[src/rtl/seven_seg_pkg.sv]
`default_nettype none
// ============================================================================
//  Module      : seven_seg_pkg
//  Description : Shared constants for the seven-segment scan controller:
//                active-low segment patterns and the scan state encoding.
//  Revision    : 1.0  initial release
// ============================================================================
package seven_seg_pkg;

    // Segment order is {g,f,e,d,c,b,a}; a 0 lights the segment.
    localparam logic [6:0] SEG_BLANK = 7'h7F;
    localparam logic [6:0] SEG_D0    = 7'h40;
    localparam logic [6:0] SEG_D1    = 7'h79;
    localparam logic [6:0] SEG_D2    = 7'h24;
    localparam logic [6:0] SEG_D3    = 7'h30;
    localparam logic [6:0] SEG_D4    = 7'h19;
    localparam logic [6:0] SEG_D5    = 7'h12;
    localparam logic [6:0] SEG_D6    = 7'h02;
    localparam logic [6:0] SEG_D7    = 7'h78;
    localparam logic [6:0] SEG_D8    = 7'h00;
    localparam logic [6:0] SEG_D9    = 7'h10;

    // Each digit slot starts blanked, then shows the digit.
    typedef enum logic [0:0] {
        S_BLANK = 1'b0,
        S_SHOW  = 1'b1
    } state_t;

endpackage : seven_seg_pkg
`default_nettype wire

[src/rtl/bcd_seg_dec.sv]
`default_nettype none
// ============================================================================
//  Module      : bcd_seg_dec
//  Description : Combinational BCD nibble to active-low 7-segment decoder.
//                Non-decimal codes (10..15) produce a blank digit.
//  Revision    : 1.0  initial release
// ============================================================================
module bcd_seg_dec
    import seven_seg_pkg::*;
(
    input  logic [3:0] nibble,
    output logic [6:0] seg
);

    // Table lookup; anything outside 0..9 is shown as blank.
    always_comb begin
        seg = SEG_BLANK;
        case (nibble)
            4'd0:    seg = SEG_D0;
            4'd1:    seg = SEG_D1;
            4'd2:    seg = SEG_D2;
            4'd3:    seg = SEG_D3;
            4'd4:    seg = SEG_D4;
            4'd5:    seg = SEG_D5;
            4'd6:    seg = SEG_D6;
            4'd7:    seg = SEG_D7;
            4'd8:    seg = SEG_D8;
            4'd9:    seg = SEG_D9;
            default: seg = SEG_BLANK;
        endcase
    end

endmodule : bcd_seg_dec
`default_nettype wire

[src/rtl/seven_seg_scan_ctrl.sv]
`default_nettype none
// ============================================================================
//  Module      : seven_seg_scan_ctrl
//  Description : Time-multiplexed scan controller for an N-digit common-anode
//                7-segment display. Shares one decoder across all digits,
//                inserts a blanking gap at the start of every digit slot and
//                swaps in newly loaded values only at frame boundaries.
//  Revision    : 1.0  initial release
// ============================================================================
module seven_seg_scan_ctrl
    import seven_seg_pkg::*;
#(
    parameter int N_DIGITS    = 4,
    parameter int REFRESH_DIV = 50000,
    parameter int BLANK_CYC   = 2
) (
    input  logic                    clk,
    input  logic                    rst_n,
    input  logic                    load_valid,
    output logic                    load_ready,
    input  logic [4*N_DIGITS-1:0]   load_data,
    input  logic [N_DIGITS-1:0]     load_dp,
    input  logic                    lz_blank_en,
    output logic [N_DIGITS-1:0]     an,
    output logic [6:0]              seg,
    output logic                    dp,
    output logic                    frame_done
);

    localparam int CNT_W = (REFRESH_DIV > 1) ? $clog2(REFRESH_DIV) : 1;
    localparam int IDX_W = (N_DIGITS > 1) ? $clog2(N_DIGITS) : 1;

    localparam logic [CNT_W-1:0] CNT_LAST       = CNT_W'(REFRESH_DIV - 1);
    localparam logic [CNT_W-1:0] CNT_BLANK_LAST = CNT_W'(BLANK_CYC - 1);
    localparam logic [IDX_W-1:0] IDX_LAST       = IDX_W'(N_DIGITS - 1);

    state_t                  r_state;
    state_t                  w_state_next;
    logic [CNT_W-1:0]        r_cnt;
    logic [IDX_W-1:0]        r_idx;

    logic [4*N_DIGITS-1:0]   r_act_data;
    logic [N_DIGITS-1:0]     r_act_dp;
    logic [4*N_DIGITS-1:0]   r_pend_data;
    logic [N_DIGITS-1:0]     r_pend_dp;
    logic                    r_pend_full;
    logic                    r_boundary_d;

    logic                    w_slot_end;
    logic                    w_boundary;
    logic                    w_xfer;
    logic [3:0]              w_nib;
    logic [6:0]              w_dec_seg;
    logic                    w_dp_sel;
    logic [N_DIGITS-1:0]     w_hi_zero;
    logic                    w_lz_blank;
    logic [N_DIGITS-1:0]     w_an_sel;

    assign w_slot_end = (r_state == S_SHOW) && (r_cnt == CNT_LAST);
    assign w_boundary = w_slot_end && (r_idx == IDX_LAST);
    assign w_xfer     = load_valid & ~r_pend_full;
    assign load_ready = ~r_pend_full;

    // Scan state register.
    always_ff @(posedge clk or negedge rst_n) begin
        if (!rst_n) r_state <= S_BLANK;
        else        r_state <= w_state_next;
    end

    // Blank gap ends after BLANK_CYC cycles; the show phase ends with the slot.
    always_comb begin
        w_state_next = r_state;
        case (r_state)
            S_BLANK: if (r_cnt == CNT_BLANK_LAST) w_state_next = S_SHOW;
            S_SHOW:  if (w_slot_end)              w_state_next = S_BLANK;
            default: w_state_next = S_BLANK;
        endcase
    end

    // Slot counter and digit index; the index advances at each slot end.
    always_ff @(posedge clk or negedge rst_n) begin
        if (!rst_n) begin
            r_cnt <= '0;
            r_idx <= '0;
        end else if (w_slot_end) begin
            r_cnt <= '0;
            r_idx <= (r_idx == IDX_LAST) ? '0 : r_idx + 1'b1;
        end else begin
            r_cnt <= r_cnt + 1'b1;
        end
    end

    // Pending buffer takes loads; active copy only changes at a frame boundary.
    always_ff @(posedge clk or negedge rst_n) begin
        if (!rst_n) begin
            r_act_data  <= '0;
            r_act_dp    <= '0;
            r_pend_data <= '0;
            r_pend_dp   <= '0;
            r_pend_full <= 1'b0;
        end else begin
            if (w_boundary && r_pend_full) begin
                r_act_data  <= r_pend_data;
                r_act_dp    <= r_pend_dp;
                r_pend_full <= 1'b0;
            end
            // A transfer needs pend_full=0, so it never collides with the swap.
            if (w_xfer) begin
                r_pend_data <= load_data;
                r_pend_dp   <= load_dp;
                r_pend_full <= 1'b1;
            end
        end
    end

    // w_hi_zero[k] is set when active nibbles N-1..k are all zero.
    always_comb begin
        logic v_run;
        v_run     = 1'b1;
        w_hi_zero = '0;
        for (int k = N_DIGITS - 1; k >= 0; k--) begin
            v_run        = v_run & (r_act_data[4*k +: 4] == 4'd0);
            w_hi_zero[k] = v_run;
        end
    end

    assign w_nib      = r_act_data[4*r_idx +: 4];
    assign w_dp_sel   = r_act_dp[r_idx];
    assign w_lz_blank = lz_blank_en && (r_idx != '0) && w_hi_zero[r_idx];

    // Active-low one-hot anode for the digit currently being scanned.
    always_comb begin
        w_an_sel        = '1;
        w_an_sel[r_idx] = 1'b0;
    end

    bcd_seg_dec u_dec (
        .nibble (w_nib),
        .seg    (w_dec_seg)
    );

    // Registered display outputs, one cycle behind the scan state.
    always_ff @(posedge clk or negedge rst_n) begin
        if (!rst_n) begin
            an  <= '1;
            seg <= SEG_BLANK;
            dp  <= 1'b1;
        end else if (r_state == S_BLANK) begin
            an  <= '1;
            seg <= SEG_BLANK;
            dp  <= 1'b1;
        end else begin
            an  <= w_an_sel;
            seg <= w_lz_blank ? SEG_BLANK : w_dec_seg;
            dp  <= ~w_dp_sel;
        end
    end

    // Two-stage delay lines frame_done up with the first blank output of digit 0.
    always_ff @(posedge clk or negedge rst_n) begin
        if (!rst_n) begin
            r_boundary_d <= 1'b0;
            frame_done   <= 1'b0;
        end else begin
            r_boundary_d <= w_boundary;
            frame_done   <= r_boundary_d;
        end
    end

endmodule : seven_seg_scan_ctrl
`default_nettype wire

[config.mk]
export PLATFORM = sky130hd
export DESIGN_NAME = seven_seg_scan_ctrl
export DESIGN_NICKNAME = d
export VERILOG_FILES = /design/src/rtl/seven_seg_pkg.sv /design/src/rtl/bcd_seg_dec.sv /design/src/rtl/seven_seg_scan_ctrl.sv
export SDC_FILE = /design/constraint.sdc
export NUM_CORES = 1
export LEC_CHECK = 0
export ABC_CLOCK_PERIOD_IN_PS = 4000
export CORE_AREA = 5 5 134 72
export DETAILED_ROUTE_END_ITERATION = 10
export DIE_AREA = 0 0 139 77
export PLACE_DENSITY_LB_ADDON = 0.05
export SYNTH_ARGS = -nofsm -noshare
export SYNTH_HDL_FRONTEND = slang
export SYNTH_HIERARCHICAL = 1
export SYNTH_SLANG_ARGS = --single-unit
[constraint.sdc]
create_clock -name clk -period 4 [get_ports clk]
set_input_delay 0.8 -clock clk [delete_from_list [all_inputs] [get_ports clk]]
set_output_delay 0.8 -clock clk [all_outputs]
set_load 0.005 [all_outputs]
Yosys cells after proc, flatten, opt, wreduce, memory -nomap -nowiden
Memory sizes are Yosys's and may differ from the RTL's.
Cells that the tools add are included.
{"block": "word_totals", "wordCells": 59, "inputBits": 24, "out_inout_bits": 14, "n_memories": 1, "rom_bits": 112, "reg_bits": 74}
{"block": "classes", "shift": 1, "magnitude_cmp": 2, "eq_ne": 3, "reduce_logical": 12, "mux": 17, "add_sub_neg": 2, "n_bitwise": 8}
{"memory": "(name not given)", "depth": 16, "width": 7, "read_ports": 1, "rd_ports_with_merged_regs": 0, "wr": 0, "line_no": "bcd_seg_dec.sv:18", "rtl": "case (nibble)"}
{"cell": "16-bit by 1-bit adder with 16-bit output (second input constant)", "n": 1}
{"cell": "16-bit by 1-bit == test with 1-bit output (second input constant)", "n": 1}
{"cell": "16-bit == test (second input constant)", "n": 1}
{"cell": "4-bit zero test", "n": 4}
{"cell": "16-bit 2-to-1 mux", "n": 1}
{"cell": "16-bit by 5-bit indexed part select with 4-bit output", "n": 1}
{"cell": "7-bit 2-to-1 mux", "n": 2}
{"cell": "1-bit 2-to-1 mux", "n": 8}
{"cell": "1-bit logical AND", "n": 6}
{"cell": "1-bit bitwise AND", "n": 4}
{"cell": "1-bit binary-select mux with 2-bit select", "n": 2}
{"cell": "4-bit 2-to-1 mux", "n": 1}
{"cell": "4-bit inverter", "n": 1}
{"cell": "2-bit nonzero test", "n": 2}
{"cell": "2-bit by 3-bit less-than comparator with 1-bit output (second input constant)", "n": 1}
{"cell": "1-bit inverter", "n": 3}
{"cell": "2-bit by 1-bit adder with 2-bit output (second input constant)", "n": 1}
{"cell": "1-bit demux with 2-bit select", "n": 1}
{"cell": "2-bit == test (second input constant)", "n": 1}
{"cell": "2-bit by 1-bit >= comparator with 1-bit output (second input constant)", "n": 1}
{"cell": "2-bit 2-to-1 mux", "n": 1}
{"cell": "1-bit case mux with 2 select lines", "n": 1}

Logic depth before layout (Yosys ltp)
{"block": "logic_depth", "depth_word": 9, "mapped_depth": 8, "ltp_nobuf": 7}

Modules after synthesis
The synthesis kept the hierarchy.
{"module": "seven_seg_scan_ctrl", "area_each_um2": 3208.1, "seq_area_each_um2": 1866.8, "cells_per_inst": 226, "instances": 1}
{"module": "bcd_seg_dec", "area_each_um2": 210.2, "seq_area_each_um2": 0.0, "cells_per_inst": 33, "instances": 1}

Least setup slack after synthesis
No wires, ideal clock.
{"block": "synth_timing", "kind": "reg2reg", "startpoint": "register r_idx[0]", "endpoint": "register seg[3]", "arrival_ns": 2.071, "period_less_slack_ns": 2.161, "setup_ns": 0.090, "t_required_ns": 3.910, "stages_incl_launch_ff": 8, "path_slack_ns": 1.839, "n_path_buf": 1, "path_cell_list": "dfrtp_1 -> clkbuf_1 -> mux4_2 -> ha_1 -> or2_1 -> a21oi_2 -> a31oi_1 -> nand3b_1"}
{"block": "synth_between", "word_cells_on_any_way": 9, "classes_between": "shift (1); mux (4); reduce/logical (3); memory (1)"}
{"item": "start, declared", "line_no": "seven_seg_scan_ctrl.sv:40", "rtl": "logic [IDX_W-1:0] r_idx;"}
{"item": "start signal, assigned", "line_no": "seven_seg_scan_ctrl.sv:87", "rtl": "r_idx <= (r_idx == IDX_LAST) ? '0 : r_idx + 1'b1;"}
{"item": "16-bit by 5-bit indexed part select with 4-bit output", "line_no": "seven_seg_scan_ctrl.sv:127", "rtl": "assign w_nib = r_act_data[4*r_idx +: 4];"}
{"item": "named net w_nib[0]", "line_no": "seven_seg_scan_ctrl.sv:52", "rtl": "logic [3:0] w_nib;"}
{"item": "memory 16 x 7 bit"}
{"item": "named net w_dec_seg[3]", "line_no": "seven_seg_scan_ctrl.sv:53", "rtl": "logic [6:0] w_dec_seg;"}
{"item": "7-bit 2-to-1 mux", "line_no": "seven_seg_scan_ctrl.sv:154", "rtl": "seg <= w_lz_blank ? SEG_BLANK : w_dec_seg;"}
{"item": "7-bit 2-to-1 mux", "line_no": "seven_seg_scan_ctrl.sv:148", "rtl": "end else if (r_state == S_BLANK) begin"}
{"item": "end signal, assigned", "line_no": "seven_seg_scan_ctrl.sv:154"}
{"item": "end, declared", "line_no": "seven_seg_scan_ctrl.sv:25", "rtl": "output logic [6:0] seg,"}
The timed path passes the listed nets, and every way through them passes these cells. The select of a mux whose other input is x is not followed.
A chain may end at the register's enable or synchronous reset.

Final worst setup path
{"block": "layout_timing", "startpoint": "register r_idx[0]", "endpoint": "register seg[1]"}
Same word-level chain as after synthesis.

==> impl_metrics.csv <==
group,metric,value,unit
clock_tree,hold_buffers,0,
die,start_util,40.7,%
logic_synthesis,ys_async_sr_fraction,100,%
logic_synthesis,syn-num-nets,294,
clock_tree,cts_root_buf,"clkbuf_16",
grt,grt_usage,13.4,%
detailed_routing,final_antenna_net_count,0,
logic_synthesis,yosys_most_used_dff,"dfrtp_1",
logic_synthesis,ys_types,41,
flow_run,maxCapViolCount,0,
timing,fmax,453,MHz
placed_design,port_buffers,37,
grt,grt_pass1_vias,1962,
timing,hold_ws,0.349,ns
detailed_routing,routed_wl,6640,microns
finish,layout-drive-gt1-share,27.5,%
logic_synthesis,synth_area,3420,sq um
logic_synthesis,ys_ff_latch,74,
grt,grt_pass1_wl,11100,microns
finish,final_nets,335,
die,coreArea,8410,sq um
placed_design,dp_hpwl,4730,microns
die,rows,24,
detailed_routing,drcViolationCount,0,
finish,antenna_cells,0,
timing,fin_crit,2.21,ns
clock_tree,cts_tree,"yes",
hold_path,hold_class,"flip-flop to flip-flop",
logic_synthesis,yosys-top-cells-area,"dfrtp_1 (45%), dfstp_2 (9.2%), mux2_4 (8.3%)",
die,die_w,139,microns
die,die_height,77,microns
logic_synthesis,syn_area_per_cell,13.2,sq um
logic_synthesis,synth_top_cell_by_area,"dfrtp_1",
timing,relSlewSlack,65.9,%
logic_synthesis,netlist_instances,259,
clock_tree,post_cts_resized,0,
clock_tree,htreeDepth,3,
worst_setup_path,cp-start-kind,"flip-flop",
detailed_routing,drt_iter0_drc,93,
grt,grt_overflow,0,
clock_tree,clock_latency,0.33,ns
detailed_routing,wl_per_cell,15.7,microns
clock_tree,cts_made_buffers,9,
grt,antenna_found_initial,0,
pwr,peakVddDrop,0.185,mV
logic_synthesis,synth-seq-area-share,54.6,%
grt,grt_use_met1,22.5,%
pwr,power.density,408,nW/um^2
worst_setup_path,cp_max_fo,12,
timing,maxSlewViolCount,0,
logic_synthesis,synth_common_cells,"dfrtp_1 (62), mux2_2 (23), mux2_4 (19)",
timing,setup_viol,0,
grt,grt_max_degree,63,
timing,setup_tns,0,ns
logic_synthesis,yosysWarnings,6,
worst_setup_path,critPathCaptureType,"flip-flop",
worst_setup_path,worstPathRequired,4.23,ns
detailed_routing,routed_via_density,4.77,
worst_setup_path,critical_path_class,"flip-flop to flip-flop",
grt,use_met3,4.91,%
timing,hold_viol_final,0,
timing,tightest_slew,0.511,ns
clock_tree,cts_setup_buffers,0,
clock_tree,cts_sinks,74,
logic_synthesis,yosys.area.top_type_share,45.4,%
detailed_routing,num_vias,2013,
pwr,power.static_leakage,0.00188,uW
worst_setup_path,arrival,2.44,ns
grt,use_met2,14.8,%
die,design.die.area,10700,sq um
finish,syn2layout_area_growth,24.0,%
die,pin_count,38,
status,outcome,"finished, final reports clean",
placed_design,globalplace.congestion,0.813,
logic_synthesis,synth.most_common_cell,"dfrtp_1",
clock_tree,clock_path_buffers,2,
timing,rsz0062_at_grt,"false",
logic_synthesis,synth_edf_count,0,
grt,grt_busiest_layer,"met1",
timing,clock_skew,0.00553,ns
timing,timing.final.crit_share,55.2,%
finish,fill_cells,738,
detailed_routing,dr.pass1.iters,4,
clock_tree,clk_pin_slew,0.06,ns
## cells by family (layout without fill, tap and decap cells)
logic type | Yosys count | after routing | share of synthesized area (%)
flip-flops | 74 | 74 | 54.6
AND/OR/NAND/NOR | 77 | 77 | 12.8
XOR/XNOR | 12 | 12 | 3.07
AO/OA/AOI/OAI | 19 | 19 | 3.37
buffers and inverters | 19 | 65 | 2.85
multiplexers | 47 | 47 | 19.2
adder cells (fa/ha/maj) | 11 | 11 | 4.03
## cells in the final DEF, fill, tap and decap left out, drive strengths merged, types with 3 or more instances in the layout
cell type       n
a21oi           5
and4            3
buf             5
clkbuf         12
clkdlybuf4s50  36
dfrtp          62
dfstp          12
ha             11
inv             8
mux2           42
mux4            5
nand2          13
nand2b          6
nand3           8
nand3b          7
nand4           3
nor2           18
nor4            7
o21ai           8
xnor2           6
xor2            6
## final cells by class
| class | count | area, sq um | share of cell area, % |
|---|---|---|---|
| Timing Repair Buffer | 41 | 408 | 9.63 |
| Inverter | 8 | 30.0 | 0.709 |
| Tap cell | 117 | 146 | 3.45 |
| Clock inverter | 4 | 73.8 | 1.74 |
| Multi-Input combinational cell | 166 | 1460 | 34.4 |
| Sequential cell | 74 | 1870 | 44.1 |
| Clock buffer | 12 | 256 | 6.05 |
## metrics by stage
stage                     cell area (sq um)  instances  setup WS [ns]  util, %  total power [uW]
after floorplan                        3420        259           1.84        -               822
after global placement                 3910        406           1.77     46.5               869
after detailed placement               3910        406           1.75     46.5               870
after CTS                              4240        422           1.79     50.4              1750
after global routing                   4240        422           1.62     50.4              1790
final                                  4240        422           1.79     50.4              1730
## power by group
group,switching [uW],internal [uW]
combinational,22.6,40.7
clock,293,580
sequential,15.2,776
total,331,1400
## sequential cells by signal, summed over array words and instances, names as in the netlist
register	cells
r_act_data	16
r_pend_full	1
r_boundary_d	1
an	4
r_act_dp	4
dp	1
frame_done	1
r_cnt	16
r_pend_dp	4
r_idx	2
r_pend_data	16
r_state	1
seg	7
## routing by layer
| metal | share of wire [%] | routed length [microns] |
|---|---|---|
| met5 | 0 | 0 |
| met2 | 35 | 2300 |
| met3 | 5.2 | 348 |
| met1 | 59 | 3910 |
| met4 | 1.1 | 74 |
## final timing paths
check | startpoint | end | slack, ns | cells past startpoint
worst max-delay path | r_idx[0] | seg[1] | 1.79 | 6
worst min-delay path | r_boundary_d | frame_done | 0.35 | 0
worst max register to register | r_idx[0] | seg[1] | 1.79 | 6
worst min register to register | r_boundary_d | frame_done | 0.35 | 0
max in group asynchronous | rst_n | seg[5] | 2.97 | 2
min in group asynchronous | rst_n | r_pend_data[14] | 0.36 | 1
## worst max-delay path, stage by stage (launching register included)
cell	delay, ns
dfrtp_1	0.65
mux4_2	0.65
inv_1	0.15
ha_1	0.26
o21ai_0	0.15
o21ai_0	0.09
nand3b_1	0.16
Power figures use the tool's default switching activity.
